[src/rtl/life_mem_pkg.sv]
// Shared defaults and FSM encoding for the row-oriented BRAM master.
package life_mem_pkg;

   localparam int unsigned ADDR_W_DEF    = 10;
   localparam int unsigned DATA_W_DEF    = 128;
   localparam int unsigned RSP_DEPTH_DEF = 2;

   typedef enum logic [1:0] {
      ST_IDLE  = 2'd0,
      ST_CLEAR = 2'd1,
      ST_DRAIN = 2'd2
   } state_e;

endpackage

[src/rtl/rsp_fifo.sv]
// Small synchronous FIFO with valid/ready on both sides; count exposed for credit.
module rsp_fifo #(
   parameter int unsigned WIDTH = 8,
   parameter int unsigned DEPTH = 2
) (
   input  logic                         clka,
   input  logic                         rst_n,
   input  logic                         in_valid_i,
   output logic                         in_ready_o,
   input  logic [WIDTH-1:0]             in_data_i,
   output logic                         out_valid_o,
   input  logic                         out_ready_i,
   output logic [WIDTH-1:0]             out_data_o,
   output logic [$clog2(DEPTH+1)-1:0]   count_o
);

   localparam int unsigned PTR_W = (DEPTH > 1) ? $clog2(DEPTH) : 1;
   localparam int unsigned CNT_W = $clog2(DEPTH + 1);
   localparam logic [PTR_W-1:0] LAST = PTR_W'(DEPTH - 1);
   localparam logic [CNT_W-1:0] FULL = CNT_W'(DEPTH);

   logic [WIDTH-1:0] mem_q [DEPTH];
   logic [PTR_W-1:0] wr_ptr_q, wr_ptr_d, rd_ptr_q, rd_ptr_d;
   logic [CNT_W-1:0] count_q, count_d;
   logic             push, pop;

   assign in_ready_o  = (count_q != FULL);
   assign out_valid_o = (count_q != '0);
   assign out_data_o  = mem_q[rd_ptr_q];
   assign count_o     = count_q;

   assign push = in_valid_i && in_ready_o;
   assign pop  = out_valid_o && out_ready_i;

   assign wr_ptr_d = push ? ((wr_ptr_q == LAST) ? '0 : wr_ptr_q + PTR_W'(1)) : wr_ptr_q;
   assign rd_ptr_d = pop  ? ((rd_ptr_q == LAST) ? '0 : rd_ptr_q + PTR_W'(1)) : rd_ptr_q;
   assign count_d  = count_q + CNT_W'(push) - CNT_W'(pop);

   always_ff @(posedge clka or negedge rst_n) begin
      if (!rst_n) begin
         wr_ptr_q <= '0;
         rd_ptr_q <= '0;
         count_q  <= '0;
      end else begin
         wr_ptr_q <= wr_ptr_d;
         rd_ptr_q <= rd_ptr_d;
         count_q  <= count_d;
      end
   end

   // NOTE: storage is deliberately not reset; entries are only observable while count_q covers them.
   always_ff @(posedge clka) begin
      if (push) mem_q[wr_ptr_q] <= in_data_i;
   end

endmodule

[src/rtl/mem_row_master.sv]
// Single-port BRAM row master: serialises writes, credited reads and a full-memory clear.
module mem_row_master
   import life_mem_pkg::*;
#(
   parameter int unsigned ADDR_W    = ADDR_W_DEF,
   parameter int unsigned DATA_W    = DATA_W_DEF,
   parameter int unsigned RSP_DEPTH = RSP_DEPTH_DEF
) (
   input  logic              clka,
   input  logic              rst_n,
   input  logic              wr_valid,
   output logic              wr_ready,
   input  logic [ADDR_W-1:0] wr_addr,
   input  logic [DATA_W-1:0] wr_data,
   input  logic              rd_valid,
   output logic              rd_ready,
   input  logic [ADDR_W-1:0] rd_addr,
   output logic              rsp_valid,
   input  logic              rsp_ready,
   output logic [DATA_W-1:0] rsp_data,
   output logic [ADDR_W-1:0] rsp_addr,
   input  logic              clr_start,
   output logic              clr_busy,
   output logic              clr_done,
   output logic              mem_we,
   output logic [ADDR_W-1:0] mem_addr,
   output logic [DATA_W-1:0] mem_din,
   input  logic [DATA_W-1:0] mem_dout
);

   localparam int unsigned CNT_W = $clog2(RSP_DEPTH + 1);
   localparam logic [ADDR_W-1:0] LAST_ROW = '1;

   state_e              state_q, state_d;
   logic [ADDR_W-1:0]   clr_cnt_q, clr_cnt_d;
   logic [ADDR_W-1:0]   mem_addr_q, mem_addr_d;
   logic [ADDR_W-1:0]   rd_addr_q, rd_addr_d;
   logic                inflight_q, inflight_d;
   logic                credit_ok, rd_fire;
   logic                fifo_in_ready;
   logic [CNT_W-1:0]    fifo_cnt;
   logic [ADDR_W+DATA_W-1:0] fifo_out;

   // A read may only issue if its response is guaranteed a FIFO slot.
   assign credit_ok = fifo_in_ready && ((32'(fifo_cnt) + 32'(inflight_q)) < RSP_DEPTH);
   assign rd_fire   = rd_valid && rd_ready;
   assign inflight_d = rd_fire;
   assign rd_addr_d  = rd_fire ? rd_addr : rd_addr_q;

   // NOTE: every combinational output gets a default first so no path leaves a latch behind.
   always_comb begin
      state_d    = state_q;
      clr_cnt_d  = clr_cnt_q;
      clr_busy   = 1'b0;
      clr_done   = 1'b0;
      wr_ready   = 1'b0;
      rd_ready   = 1'b0;
      mem_we     = 1'b0;
      mem_addr   = mem_addr_q;
      mem_din    = '0;
      mem_addr_d = mem_addr_q;
      case (state_q)
         ST_IDLE: begin
            wr_ready = !clr_start;
            rd_ready = !clr_start && !wr_valid && credit_ok;
            if (clr_start) begin
               state_d   = ST_CLEAR;
               clr_cnt_d = '0;
            end else if (wr_valid) begin
               mem_we   = 1'b1;
               mem_addr = wr_addr;
               mem_din  = wr_data;
            end else if (rd_valid && credit_ok) begin
               mem_addr = rd_addr;
            end
            mem_addr_d = mem_addr;
         end
         ST_CLEAR: begin
            clr_busy   = 1'b1;
            mem_we     = 1'b1;
            mem_addr   = clr_cnt_q;
            clr_cnt_d  = clr_cnt_q + ADDR_W'(1);
            mem_addr_d = clr_cnt_d;
            if (clr_cnt_q == LAST_ROW) state_d = ST_DRAIN;
         end
         ST_DRAIN: begin
            clr_busy = 1'b1;
            if (!inflight_q) begin
               state_d  = ST_IDLE;
               clr_done = 1'b1;
            end
         end
         default: state_d = ST_IDLE;
      endcase
   end

   // NOTE: sequential state uses non-blocking assignment so all registers update from pre-edge values.
   always_ff @(posedge clka or negedge rst_n) begin
      if (!rst_n) begin
         state_q    <= ST_IDLE;
         clr_cnt_q  <= '0;
         mem_addr_q <= '0;
         rd_addr_q  <= '0;
         inflight_q <= 1'b0;
      end else begin
         state_q    <= state_d;
         clr_cnt_q  <= clr_cnt_d;
         mem_addr_q <= mem_addr_d;
         rd_addr_q  <= rd_addr_d;
         inflight_q <= inflight_d;
      end
   end

   rsp_fifo #(
      .WIDTH (ADDR_W + DATA_W),
      .DEPTH (RSP_DEPTH)
   ) u_rsp_fifo (
      .clka        (clka),
      .rst_n       (rst_n),
      .in_valid_i  (inflight_q),
      .in_ready_o  (fifo_in_ready),
      .in_data_i   ({rd_addr_q, mem_dout}),
      .out_valid_o (rsp_valid),
      .out_ready_i (rsp_ready),
      .out_data_o  (fifo_out),
      .count_o     (fifo_cnt)
   );

   assign rsp_addr = fifo_out[DATA_W +: ADDR_W];
   assign rsp_data = fifo_out[DATA_W-1:0];

endmodule

[config.mk]
export PLATFORM = sky130hd
export DESIGN_NAME = mem_row_master
export DESIGN_NICKNAME = d
export VERILOG_FILES = /design/src/rtl/life_mem_pkg.sv /design/src/rtl/rsp_fifo.sv /design/src/rtl/mem_row_master.sv
export SDC_FILE = /design/constraint.sdc
export NUM_CORES = 1
export LEC_CHECK = 0
export BUFFER_PORTS_ARGS = -buffer_cell sky130_fd_sc_hd__buf_4
export CAP_MARGIN = 20
export CORE_AREA = 2 2 219 221
export DETAILED_ROUTE_END_ITERATION = 7
export DIE_AREA = 0 0 221 223
export GPL_TIMING_DRIVEN = 0
export PLACE_DENSITY = 0.58
export RECOVER_POWER = 25
export SLEW_MARGIN = 40
export SYNTH_ARGS = -nofsm -noshare
export SYNTH_HDL_FRONTEND = slang
export SYNTH_SLANG_ARGS = --single-unit
[constraint.sdc]
create_clock -name clka -period 9.9 [get_ports clka]
set_input_delay 1.98 -clock clka [delete_from_list [all_inputs] [get_ports clka]]
set_output_delay 1.98 -clock clka [all_outputs]
set_load 0.005 [all_outputs]
# [Yosys cells after proc, flatten, opt, wreduce, memory -nomap -nowiden]
# Memory sizes are Yosys's and may differ from the RTL's.
# Cells that the tools add are included.
[word_totals] word_cells=64 ram_bits=276 memories=1 register_bits=37
[mem_list] name="u_rsp_fifo.mem_q" words=2 width=138 rd=1 rd_ports_with_merged_regs=0 write_ports=1 line_no="rsp_fifo.sv:22" text="logic [WIDTH-1:0] mem_q [DEPTH];"
[classes] magnitude_cmp=1 n_reduce_logical=15 n_mux=26 add_sub_neg=6 n_eq_ne=7
[ops] op="$mux 128" n=3
[ops] op="$pmux 10 s2" n=3
[ops] op="$mux 10" n=4
[ops] op="$mux 1" n=11
[ops] op="$add 10x1->10 const B" n=1
[ops] op="$eq 10x10->1 const B" n=1
[ops] op="$ne 2x2->1 const B" n=4
[ops] op="$logic_and 1x1->1" n=7
[ops] op="$mux 2" n=3
[ops] op="$pmux 2 s3" n=1
[ops] op="$reduce_bool 2->1" n=2
[ops] op="$add 2x1->3" n=1
[ops] op="$lt 3x2->1 const B" n=1
[ops] op="$reduce_and 3->1" n=1
[ops] op="$add 1x1->1 const B" n=2
[ops] op="$add 2x1->2" n=1
[ops] op="$eq 2x1->1 const B" n=1
[ops] op="$eq 2x2->1 const B" n=1
[ops] op="$logic_not 1->1" n=2
[ops] op="$logic_not 2->1" n=1
[ops] op="$pmux 1 s2" n=1
[ops] op="$reduce_and 2->1" n=1
[ops] op="$reduce_or 2->1" n=1
[ops] op="$sub 2x1->2" n=1

# [Longest topological paths before layout]
[depth] ltp_word=8 ltp_mapped=9 mapped_depth_nobuf=8

# [Modules after synthesis]
# From an unflattened synthesis, not the netlist that was laid out.
[hier_totals] cells_unflattened=846 hier_area_um2=13357.8
[by_module_without_submodules] module="rsp_fifo" seq_area_each_um2=8388.0 n_inst=1 area_per_inst_um2=10209.8 cells_each=451
[by_module_without_submodules] module="mem_row_master" seq_area_each_um2=825.8 n_inst=1 area_per_inst_um2=3148.0 cells_each=395

# [Least setup slack after synthesis]
# Ideal clock, no wire load.
[synth_timing] kind="register -> register" start="reg u_rsp_fifo.count_q[1], in the netlist u_rsp_fifo.count_o[1]" end="mem u_rsp_fifo.mem_q[0][0] in the netlist's numbering (enable)" path_stages_with_launch=4 t_required_ns=9.262 slack_ns=2.896 path_buffers=0 synth_period_minus_slack_ns=7.004 arrival_ns=6.366 setup_ns=0.638 cell_sequence="dfrtp_1 -> inv_1 -> o21ai_0 -> nor2_1"
[synth_between] elab_chain_cells=4
[synth_rtl] element="from (decl)" line_no="rsp_fifo.sv:24" text="logic [CNT_W-1:0] count_q, count_d;"
[synth_rtl] element="from (signal assigned)" line_no="rsp_fifo.sv:47" text="count_q <= count_d;"
[synth_rtl] element="$ne 2x2->1" line_no="rsp_fifo.sv:27" text="assign in_ready_o = (count_q != FULL);"
[synth_rtl] element="$logic_and 1x1->1" line_no="rsp_fifo.sv:32" text="assign push = in_valid_i && in_ready_o;"
[synth_rtl] element="$mux 1" line_no="rsp_fifo.sv:53" text="if (push) mem_q[wr_ptr_q] <= in_data_i;"
[synth_rtl] element="$mux 1 (not written as such)" line_no="rsp_fifo.sv:53"
[synth_rtl] element="to (decl)" line_no="rsp_fifo.sv:22"
# No other way between the ends.

# [Worst setup path after layout]
[layout_timing] start="in clr_start" end="out mem_din[70]"
[layout_between] elab_chain_cells=2
[layout_rtl] element="from (decl)" line_no="mem_row_master.sv:22" text="input logic clr_start,"
[layout_rtl] element="$mux 128" line_no="mem_row_master.sv:66" text="if (clr_start) begin"
[layout_rtl] element="$mux 128" line_no="mem_row_master.sv:62" text="case (state_q)"
[layout_rtl] element="to (decl)" line_no="mem_row_master.sv:27" text="output logic [DATA_W-1:0] mem_din,"
# No other way between the ends.

==> flow_summary.json <==
{
  "critPathRequiredTime_ns": 7.92,
  "dominantRegCellSynth": "edfxtp_1",
  "place.gp.congestion": 0.997,
  "dp_cells": 2021,
  "cts.sinks": 313,
  "worstPathArrival_ns": 3.60,
  "yosys.area.top_type": "edfxtp_1",
  "cts_buffers": 34,
  "antenna_found_initial": 16,
  "pwr-share-comb_pct": 33.7,
  "status": "completed",
  "fmax_mhz": 179,
  "cts_tree": "done",
  "seq_area_frac_synth_pct": 70.3,
  "core_um2": 47100,
  "num_vias": 9867,
  "antenna_left": 0,
  "synth_cell_type_count": 46,
  "grt_util_all_layers_pct": 20.2,
  "grt_pass1_wl_mm": 72.8,
  "end_kind": "output port",
  "synth_top_area_share_pct": 63.2,
  "clk_pin_slew_ns": 0.05,
  "drive_above_1_share_pct": 53.8,
  "power_leakage_nw": 8.20,
  "drc_errors": 0,
  "io_pins": 564,
  "switching_share_pct": 29.8,
  "synth_fp_nets": 1119,
  "routed_wl_mm": 51.6,
  "first_pass_iters": 7,
  "synth_edf_count": 276,
  "clock_skew_ns": 0.0189,
  "hold_path_depth": 0,
  "setup_viol": 0,
  "syn_inst": 831,
  "r2r_slack_ns": 7.11,
  "clockBufferDepth": 3,
  "slew_violations": 0,
  "wl_per_cell_um": 24.6,
  "viasPerCell": 4.71,
  "root_buffer": "clkbuf_16",
  "num_rows": 80,
  "htreeDepth": 2,
  "p_switching_mw": 1.27,
  "seqCellArea_um2": 9210,
  "holdWs_ns": 0.474,
  "reg2regPathDepth": 7,
  "nets": 1730,
  "fin_cells": 2095,
  "postCtsSetupBuffers": 0,
  "dieWidth_um": 221,
  "initial_core_util_pct": 27.8,
  "synth.area.top_cells": "edfxtp_1, mux2_2, dfrtp_1, and3_1, clkbuf_1",
  "power_frac_seq_pct": 37.1,
  "synth.top_cells.by_count": "edfxtp_1, mux2_2, and3_1",
  "drt_iter0_drc": 715,
  "nFillCells": 4486,
  "vdd_drop_max_uv": 149,
  "netlist_area_um2": 13100,
  "p_per_area_nw_per_um2": 219,
  "ys_async_sr_fraction_pct": 11.8,
  "synth_area_per_cell_um2": 15.8,
  "synth.most_common_cell": "edfxtp_1",
  "drv_cap": 0,
  "max_slew.worst_pin.slew_ns": 1.35,
  "die_area_um2": 49300,
  "clk_latency_ns": 0.52,
  "placed_area_um2": 18400,
  "critical_path_class": "in2out",
  "die_h_um": 223,
  "overflow": 0,
  "hold_violations": 0,
  "hpwl_mm": 41.4,
  "finalInstanceArea_um2": 19400,
  "rsz0062_at_grt": "false",
  "yosysWarnings": 0,
  "multiInputGateArea_um2": 3570,
  "timing.rr.start": "u_rsp_fifo.count_o[1]",
  "grt_pass1_vias": 10300,
  "area_delta_synth_final_pct": 48.4,
  "cts.repair.resized": 0,
  "finalCritPeriodShare_pct": 56.3,
  "max_slew_margin_pct": 9.58,
  "worst_r2r_endpoint": "u_rsp_fifo.mem_q[0][45]",
  "finalPower_mw": 4.26,
  "min_period_ns": 5.58,
  "crit_fanout": 10,
  "whs_endpoint": "u_rsp_fifo.mem_q[0][131]",
  "holdBufCountCts": 0,
  "startpoint_type": "input pin",
  "grt_max_degree": 38,
  "ys_ff_latch": 313,
  "p_int_mw": 2.99,
  "min_from": "rd_addr_q[3]",
  "p_clk_share_pct": 29.2,
  "tns_ns": 0,
  "io_buffers": 562,
  "hold_path_class": "reg2reg"
}
-- registers in the layout, summed over array words and instances, names as in the netlist --
signal               cells
u_rsp_fifo.wr_ptr_q      1
inflight_q               1
u_rsp_fifo.mem_q       276
state_q                  2
clr_cnt_q               10
u_rsp_fifo.count_o       2
u_rsp_fifo.rd_ptr_q      1
mem_addr_q              10
rd_addr_q               10
-- critical path: stages --
cell      delay, ns
buf_6          0.12
nand2b_4       0.14
buf_6          0.15
inv_4          0.06
buf_2          0.26
clkbuf_1       0.30
and3_1         0.40
buf_4          0.18
-- metal layers --
layer / track usage (%) / part of all wire (%) / up-vias / routed length [um]
li1: - / - / 4422 / -
met1: 20.7 / 35 / 4884 / 17800
met2: 37.1 / 53 / 485 / 27200
met3: 6.61 / 8.4 / 76 / 4340
met4: 9.24 / 4.2 / 0 / 2160
met5: 0 / 0 / - / 0
-- cells by family (layout without fill, tap and decap cells) --
logic type | after synthesis | count (layout) | synth area share (%)
AOI/OAI and AO/OA | 70 | 70 | 3.73
xor gates and xnor gates | 10 | 10 | 0.668
adders and majority gates | 6 | 6 | 0.573
buffers and inverters | 72 | 708 | 2.44
DFF | 313 | 313 | 70.3
muxes | 154 | 154 | 13.2
other | 0 | 13 | 0
and+or+nand+nor | 206 | 206 | 9.02
-- area by class of cell --
type | instances | share of cell area (%)
Clock inverter | 20 | 0.991
Timing Repair Buffer | 575 | 22.8
Antenna cell | 13 | 0.167
Multi-Input combinational cell | 446 | 18.4
Tap cell | 615 | 3.96
Sequential cell | 313 | 47.4
Buffer | 59 | 1.38
Clock buffer | 41 | 4.67
Inverter | 13 | 0.264
-- through the flow --
step           setup slack, ns  utilization (%)
4_1_cts                   4.31             41.3
6_report                  4.32             41.2
3_5_place_dp              4.32             39.0
3_3_place_gp             -1.18             38.4
2_1_floorplan             2.90                -
5_1_grt                   4.24             41.2
-- cells in the final DEF, fill, tap and decap left out, types with 3 or more instances in the layout --
cell type,n
bufinv_16,3
clkinv_1,7
a22o_1,4
clkbuf_1,58
dfrtp_1,37
a22oi_1,3
a221o_1,7
edfxtp_1,276
clkbuf_16,35
ha_1,6
mux2_2,151
buf_2,16
nor2_1,21
a21oi_1,12
inv_1,12
nand3_1,10
and2_1,5
buf_8,4
buf_6,3
o22ai_1,8
xnor2_1,7
diode_2,13
clkbuf_4,86
a221oi_1,6
buf_16,5
nand2_1,20
clkinv_2,7
nor3_1,10
xor2_1,3
and3_1,128
nor2b_1,3
buf_12,4
buf_4,460
o21ai_0,18
-- power groups by stage --
stage          sequential, mW  combinational (mW)  clock, mW
2_1_floorplan            1.59               0.713          0
3_3_place_gp             1.61                1.43          0
3_5_place_dp             1.61                1.45          0
4_1_cts                  1.58                1.46       1.29
5_1_grt                  1.59                1.55       1.33
6_report                 1.58                1.43       1.24
-- how the worst max path moves through the flow --
| stage | startpoint | endpoint | slack, ns | depth (start not counted) |
|---|---|---|---|---|
| floorplan | u_rsp_fifo.count_o[1] | u_rsp_fifo.mem_q[0][0] | 2.90 | 3 |
| global placement | u_rsp_fifo.count_o[1] | u_rsp_fifo.mem_q[0][63] | -1.18 | 3 |
| detailed placement | wr_valid | mem_din[13] | 4.32 | 5 |
| CTS | wr_valid | mem_din[13] | 4.31 | 5 |
| global route | wr_valid | mem_din[13] | 4.24 | 5 |
| finish | clr_start | mem_din[70] | 4.32 | 8 |
Note: power is estimated with default switching activity, not from simulation.
